**src/rtl/adsr_poly_if.sv**
```systemverilog
// Bundled control/status signals for the polyphonic ADSR envelope generator.
// The bench drives the master side; adsr_poly attaches to the slave side.
interface adsr_poly_if #(
  parameter int VOICES  = 4,
  parameter int BITSIZE = 16
);
  logic                      sample_tick;
  logic [VOICES-1:0]         gate;
  logic [15:0]               att;
  logic [15:0]               dec;
  logic [15:0]               rel;
  logic [15:0]               sus;
  logic [VOICES*BITSIZE-1:0] amplitude;
  logic [VOICES-1:0]         active;
  logic                      busy;
  logic                      done;

  modport master (
    output sample_tick, gate, att, dec, rel, sus,
    input  amplitude, active, busy, done
  );

  modport slave (
    input  sample_tick, gate, att, dec, rel, sus,
    output amplitude, active, busy, done
  );
endinterface

```
**src/rtl/adsr_poly.sv**
```systemverilog
// Polyphonic ADSR envelope generator: one shared datapath walks the voices
// one per cycle after each sample_tick, updating state and accumulator.
module adsr_poly #(
  parameter int VOICES   = 4,
  parameter int BITSIZE  = 16,
  parameter int ACC_BITS = 26
) (
  input logic        clk,
  input logic        rst,
  adsr_poly_if.slave bus
);
  localparam int IDXW = (VOICES > 1) ? $clog2(VOICES) : 1;

  typedef enum logic [2:0] {
    ST_OFF, ST_ATTACK, ST_DECAY, ST_SUSTAIN, ST_RELEASE
  } voice_state_e;

  typedef enum logic {
    PS_IDLE, PS_RUN
  } pass_state_e;

  pass_state_e               r_passState;
  pass_state_e               w_passNext;
  logic [IDXW-1:0]           r_idx;
  logic                      r_done;
  logic [VOICES-1:0]         r_gate;
  logic [15:0]               r_att;
  logic [15:0]               r_dec;
  logic [15:0]               r_sus;
  logic [15:0]               r_rel;
  voice_state_e              r_state [VOICES];
  logic [ACC_BITS-1:0]       r_acc [VOICES];
  logic [VOICES-1:0]         r_prevGate;
  logic [VOICES*BITSIZE-1:0] r_amp;
  logic [VOICES-1:0]         r_active;

  voice_state_e              w_curState;
  voice_state_e              w_nextState;
  logic [ACC_BITS-1:0]       w_curAcc;
  logic [ACC_BITS-1:0]       w_nextAcc;
  logic [ACC_BITS-1:0]       w_sLevel;
  logic [ACC_BITS-1:0]       w_relExt;
  logic [ACC_BITS:0]         w_attSum;
  logic [ACC_BITS:0]         w_decDiff;
  logic                      w_gateBit;
  logic                      w_rise;
  logic                      w_lastVoice;

  assign w_curState  = r_state[r_idx];
  assign w_curAcc    = r_acc[r_idx];
  assign w_gateBit   = r_gate[r_idx];
  assign w_rise      = w_gateBit & ~r_prevGate[r_idx];
  assign w_lastVoice = (r_idx == IDXW'(VOICES - 1));
  assign w_sLevel    = ACC_BITS'(r_sus) << (ACC_BITS - 16);
  assign w_relExt    = ACC_BITS'(r_rel);
  // One extra bit on the sum/difference so overflow and borrow are visible
  assign w_attSum    = {1'b0, w_curAcc} + (ACC_BITS + 1)'(r_att);
  assign w_decDiff   = {1'b0, w_curAcc} - (ACC_BITS + 1)'(r_dec);

  always_comb begin
    w_nextState = w_curState;
    w_nextAcc   = w_curAcc;
    if (!w_rise && !w_gateBit &&
        (w_curState == ST_ATTACK || w_curState == ST_DECAY || w_curState == ST_SUSTAIN)) begin
      w_nextState = ST_RELEASE;
    end else if (w_rise || w_curState == ST_ATTACK) begin
      if (r_att == 16'd0 || w_attSum >= {1'b0, {ACC_BITS{1'b1}}}) begin
        w_nextAcc   = {ACC_BITS{1'b1}};
        w_nextState = ST_DECAY;
      end else begin
        w_nextAcc   = w_attSum[ACC_BITS-1:0];
        w_nextState = ST_ATTACK;
      end
    end else begin
      case (w_curState)
        ST_DECAY: begin
          if (r_dec == 16'd0 || w_curAcc <= w_sLevel || w_decDiff[ACC_BITS] ||
              w_decDiff[ACC_BITS-1:0] <= w_sLevel) begin
            w_nextAcc   = w_sLevel;
            w_nextState = ST_SUSTAIN;
          end else begin
            w_nextAcc = w_decDiff[ACC_BITS-1:0];
          end
        end
        ST_SUSTAIN: w_nextAcc = w_sLevel;
        ST_RELEASE: begin
          if (r_rel == 16'd0 || w_curAcc <= w_relExt) begin
            w_nextAcc   = '0;
            w_nextState = ST_OFF;
          end else begin
            w_nextAcc = w_curAcc - w_relExt;
          end
        end
        default: begin
          w_nextAcc   = '0;
          w_nextState = ST_OFF;
        end
      endcase
    end
  end

  always_comb begin
    w_passNext = r_passState;
    case (r_passState)
      PS_IDLE: if (bus.sample_tick) w_passNext = PS_RUN;
      PS_RUN:  if (w_lastVoice) w_passNext = PS_IDLE;
      default: w_passNext = PS_IDLE;
    endcase
  end

  always_ff @(posedge clk) begin
    if (rst) begin
      r_passState <= PS_IDLE;
      r_idx       <= '0;
      r_done      <= 1'b0;
      r_gate      <= '0;
      r_att       <= '0;
      r_dec       <= '0;
      r_sus       <= '0;
      r_rel       <= '0;
      r_prevGate  <= '0;
      r_amp       <= '0;
      r_active    <= '0;
      for (int v = 0; v < VOICES; v++) begin
        r_state[v] <= ST_OFF;
        r_acc[v]   <= '0;
      end
    end else begin
      r_passState <= w_passNext;
      r_done      <= 1'b0;
      if (r_passState == PS_IDLE) begin
        if (bus.sample_tick) begin
          r_gate <= bus.gate;
          r_att  <= bus.att;
          r_dec  <= bus.dec;
          r_sus  <= bus.sus;
          r_rel  <= bus.rel;
          r_idx  <= '0;
        end
      end else begin
        r_state[r_idx]                  <= w_nextState;
        r_acc[r_idx]                    <= w_nextAcc;
        r_prevGate[r_idx]               <= w_gateBit;
        r_amp[r_idx*BITSIZE +: BITSIZE] <= w_nextAcc[ACC_BITS-1 -: BITSIZE];
        r_active[r_idx]                 <= (w_nextState != ST_OFF);
        if (w_lastVoice) r_done <= 1'b1;
        else             r_idx  <= r_idx + 1'b1;
      end
    end
  end

  assign bus.amplitude = r_amp;
  assign bus.active    = r_active;
  assign bus.busy      = (r_passState == PS_RUN);
  assign bus.done      = r_done;
endmodule

```
**src/flat_wrapper.sv**
```systemverilog
// flat-port wrapper written by rule: the top's interface ports become plain ports
module adsr_poly_flat 
#(
  parameter int VOICES   = 4,
  parameter int BITSIZE  = 16,
  parameter int ACC_BITS = 26
)
  (clk, rst, bus_sample_tick, bus_gate, bus_att, bus_dec, bus_rel, bus_sus, bus_amplitude, bus_active, bus_busy, bus_done);
  adsr_poly_if #(.VOICES(VOICES), .BITSIZE(BITSIZE)) bus_i ();
  input logic clk;
  input logic rst;
  input wire logic [$bits(bus_i.sample_tick)-1:0] bus_sample_tick;
  input wire logic [$bits(bus_i.gate)-1:0] bus_gate;
  input wire logic [$bits(bus_i.att)-1:0] bus_att;
  input wire logic [$bits(bus_i.dec)-1:0] bus_dec;
  input wire logic [$bits(bus_i.rel)-1:0] bus_rel;
  input wire logic [$bits(bus_i.sus)-1:0] bus_sus;
  output wire logic [$bits(bus_i.amplitude)-1:0] bus_amplitude;
  output wire logic [$bits(bus_i.active)-1:0] bus_active;
  output wire logic [$bits(bus_i.busy)-1:0] bus_busy;
  output wire logic [$bits(bus_i.done)-1:0] bus_done;
  assign bus_i.sample_tick = bus_sample_tick;
  assign bus_i.gate = bus_gate;
  assign bus_i.att = bus_att;
  assign bus_i.dec = bus_dec;
  assign bus_i.rel = bus_rel;
  assign bus_i.sus = bus_sus;
  assign bus_amplitude = bus_i.amplitude;
  assign bus_active = bus_i.active;
  assign bus_busy = bus_i.busy;
  assign bus_done = bus_i.done;
  adsr_poly #(.VOICES(VOICES), .BITSIZE(BITSIZE), .ACC_BITS(ACC_BITS)) u_core (.clk(clk), .rst(rst), .bus(bus_i));
endmodule
```
**config.mk**
```make
export PLATFORM = sky130hd
export DESIGN_NAME = adsr_poly_flat
export DESIGN_NICKNAME = d
export VERILOG_FILES = /design/src/rtl/adsr_poly_if.sv /design/src/rtl/adsr_poly.sv /design/src/flat_wrapper.sv
export SDC_FILE = /design/constraint.sdc
export NUM_CORES = 1
export LEC_CHECK = 0
export CORE_MARGIN = 1
export CORE_UTILIZATION = 45
export DETAILED_ROUTE_END_ITERATION = 10
export PLACE_DENSITY = 0.68
export SYNTH_ARGS = -nofsm -noshare
export SYNTH_HDL_FRONTEND = slang
export SYNTH_SLANG_ARGS = --single-unit
```
**constraint.sdc**
```tcl
create_clock -name clk -period 6.6 [get_ports clk]
set_input_delay 1.32 -clock clk [delete_from_list [all_inputs] [get_ports clk]]
set_output_delay 1.32 -clock clk [all_outputs]
set_load 0.02 [all_outputs]
```
==> run_results.csv <==
group,metric,value,unit
status,outcome,"complete, no violations",
grt,grt-ovfl-total,0,
timing,max_freq,156,MHz
drt,wl_per_cell,20.4,um
logic_synthesis,yosysSeqAreaShare,0.427,
final_layout,fin_nets,2004,
die,io_pins,141,
die,rows,66,
timing,skew,10.9,ps
placed_design,pre_cts_slack,-139,ps
final_layout,area_growth,23.1,%
grt,antenna_found_initial,0,
cts,htree_levels,1,
placed_design,dpl_cell_area,17400,um^2
power_and_ir_drop,ir_worst_vdd,0.000218,V
timing,timing.final.crit_share,0.971,
drt,dr.pass1.iters,8,
drt,final_antenna_net_count,0,
logic_synthesis,synth_cell_type_count,93,
drt,drt-total-wl,47000,um
cts,cts_hold_buf,0,
power_and_ir_drop,p_int,3400,uW
grt,grt_usage,0.276,
critical_path,crit_type,"reg2reg",
drt,vias,13300,
power_and_ir_drop,seqPwrFrac,0.352,
die,die_h,185,um
critical_path,rrSetupSlack,190,ps
logic_synthesis,syn_area_per_cell,9.08,um^2
drt,drt_iter0_drc,958,
die,core,32700,um^2
critical_path,r2r_end,"u_core.r_acc[1][5]$_SDFFCE_PN0P_",
critical_path,crit_fanout,6,
placed_design,port_buffers,140,
critical_path,required,6910,ps
final_layout,diodes,0,
critical_path,worst_setup_path_start_kind,"register",
cts,cts_inserted_buffers,28,
logic_synthesis,yosys.area.top_type,"edfxtp_1",
run,drv_cap,0,
final_layout,fillers,2963,
power_and_ir_drop,total_power,5170,uW
timing,period_needed,6410,ps
timing,worst_slew_pin_slew,991,ps
critical_path,end_kind,"register",
min_path,min_to,"u_core.bus.amplitude[45]$_SDFFE_PP0P_",
logic_synthesis,postSynthNetCount,1813,
critical_path,ff2ff_path_depth,23,
die,initial_core_util,0.459,
timing,slew_violations,0,
die,fp.dieW,185,um
timing,setup_tns,0,ps
power_and_ir_drop,switching_share,0.344,
drt,viasPerCell,5.76,
logic_synthesis,synth_area_leaders,"edfxtp_1 (23%), dfxtp_1 (19%), ha_1 (7.1%), nand2_1 (6.6%), a21oi_1 (5.3%)",
logic_synthesis,yosysWarnings,0,
timing,hold_viol,0,
die,die_area,34100,um^2
final_layout,drive_gt1_frac,0.132,
timing,setup_ws,189,ps
power_and_ir_drop,switching_power,1780,uW
cts,clock-root-buffer,"clkbuf_16",
placed_design,routabilityCongestion,0.996,
logic_synthesis,netlist_area,15000,um^2
timing,finalSetupViolCount,0,
power_and_ir_drop,power_frac_comb,0.335,
logic_synthesis,ys_ff_latch,262,
grt,grt_max_degree,89,
cts,clk-insertion-delay-late,580,ps
timing,slew_headroom,0.323,
cts,clockBufferDepth,3,
logic_synthesis,synth_top_area_frac,0.232,
power_and_ir_drop,clock_power_share,0.313,
power_and_ir_drop,p_leak,0.00695,uW
timing,holdWs,450,ps
cts,cts_tree,"built",
cts,cts.sinks,262,
min_path,min_path_cells,2,
power_and_ir_drop,pwr_density_cell,280,nW/um^2
min_path,hold_path.startpoint,"u_core.bus.amplitude[45]$_SDFFE_PP0P_",
min_path,hp-class,"reg2reg",
logic_synthesis,synth_ff_type,"dfxtp_1",
placed_design,dp_hpwl,34900,um
logic_synthesis,syn_inst,1654,
drt,drc,0,
cts,clk_pin_slew_worst_paths,60,ps
logic_synthesis,async_reset_ff_frac,0,
logic_synthesis,synth_edf_count,116,
critical_path,arrival,6720,ps
grt,grt_pass1_vias,13000,
final_layout,final_area,18500,um^2
grt,grt_pass1_wl,72000,um
critical path, cell delays in order (launching register included):
cell and delay [ps]:
dfxtp_2 350, mux4_2 560, inv_1 110, ha_1 160, inv_1 50, fa_1 390
a211o_1 300, a41o_1 260, a21oi_2 180, o21ai_1 150, or3_1 410, xnor2_1 160
ha_1 300, nand4_1 130, or4_4 580, a2111oi_2 230, o2111ai_1 160, a2111o_1 390
nand3b_1 240, buf_4 190, nor4_1 60, o31ai_1 310, o2bb2ai_1 340, nor2_1 100
power by group through the flow:
stage	clock [uW]	combinational [uW]	sequential [uW]
floorplan	0	1050	1850
global placement	0	1660	1850
detailed placement	0	1670	1860
CTS	1640	1690	1820
global route	1700	1870	1830
finish	1620	1730	1820
logic make-up (layout without fill, tap and decap cells):
family,after synthesis,after routing,synth area share
compound gates,439,439,0.188
xor+xnor,59,59,0.0349
fa+ha+maj,88,88,0.0748
buf+inv,163,376,0.0445
flops,262,262,0.427
mux,40,40,0.0522
simple gates,603,603,0.179
cells in the mapped netlist, types with 26 or more instances:
cell type    n
o21ai_1     53
edfxtp_1   116
mux4_2      29
ha_1        85
a21oi_1    160
nand2_1    262
inv_1       74
dfxtp_1    146
nand3_1     30
o21ai_0     61
clkbuf_1    64
xnor2_1     36
nand2b_1    26
nor2_1     172
sequential cells by signal, summed over array words and instances (netlist names), named ones only:
| name | cells |
|---|---|
| u_core.bus.amplitude | 64 |
| u_core.r_sus | 16 |
| u_core.r_idx | 2 |
| u_core.r_acc | 104 |
| u_core.bus.busy | 1 |
| u_core.r_att | 16 |
| u_core.r_prevGate | 4 |
| u_core.r_gate | 4 |
| u_core.bus.done | 1 |
| u_core.r_state | 12 |
| u_core.r_rel | 16 |
| u_core.bus.active | 4 |
| u_core.r_dec | 16 |
how the worst max path moves through the flow:
| stage | startpoint | to | slack [ps] | cells after the start |
|---|---|---|---|---|
| floorplan | register | u_core.r_acc[0][15]$_SDFFCE_PN0P_ | 100 | 26 |
| global placement | register | u_core.bus.amplitude[62]$_SDFFE_PP0P_ | 50 | 24 |
| detailed placement | register | u_core.bus.amplitude[62]$_SDFFE_PP0P_ | -140 | 24 |
| CTS | register | u_core.r_acc[1][15]$_SDFFCE_PN0P_ | 30 | 23 |
| global route | u_core.r_acc[3][0]$_DFFE_PP_ | u_core.r_acc[0][5]$_SDFFCE_PN0P_ | -1 | 24 |
| finish | register | u_core.r_acc[1][5]$_SDFFCE_PN0P_ | 190 | 23 |
metrics by stage:
| step | utilization | cells |
|---|---|---|
| floorplan | - | 1654 |
| global placement | 0.533 | 2256 |
| detailed placement | 0.533 | 2256 |
| CTS | 0.563 | 2308 |
| global route | 0.565 | 2309 |
| finish | 0.565 | 2309 |
per-layer routing:
layer | GRT usage | up-vias | routed length [um]
li1 | - | 6332 | -
met1 | 0.360 | 6375 | 20300
met2 | 0.468 | 506 | 21900
met3 | 0.0393 | 83 | 3120
met4 | 0.0945 | 0 | 1620
met5 | 0 | - | 0
repair_timing:
action,4_1_cts,5_1_grt
hold endpoints to repair,0,0
setup buffers,0,1
cloned,0,0
resized for setup,5,14
pin swaps,1,3
endpoints found under the setup margin,56,172
cell type report:
class                   count  area (um^2)  area share
flip-flops and latches    262         6410       0.347
clock inverters            19          191      0.0104
repair buffers            249         2230       0.121
well taps                 442          553      0.0299
inverters                  75          282      0.0152
multi-input cells        1229         8050       0.436
clock buffers              33          771      0.0417
cells in the final DEF, fill, tap and decap left out, types with 5 or more instances in the layout:
cell / count
nand4_1: 23
xor2_1: 22
buf_4: 107
o31a_1: 7
a221o_1: 5
o21ai_1: 56
mux4_2: 29
nor4_1: 20
clkdlybuf4s50_1: 139
inv_1: 74
or3_1: 7
and3_1: 8
nor3_1: 13
o211ai_1: 17
dfxtp_1: 144
nand2_1: 262
xnor2_1: 36
a211oi_1: 13
nand3_1: 29
o21a_1: 7
ha_1: 84
mux2i_1: 7
a21oi_1: 157
nor2_1: 172
nand2b_1: 22
nor2b_1: 10
clkinv_1: 5
a31oi_1: 13
a21o_1: 23
edfxtp_1: 116
clkbuf_16: 29
o21ai_0: 58
o21bai_1: 5
No activity file was read; power rests on OpenSTA's default activity.
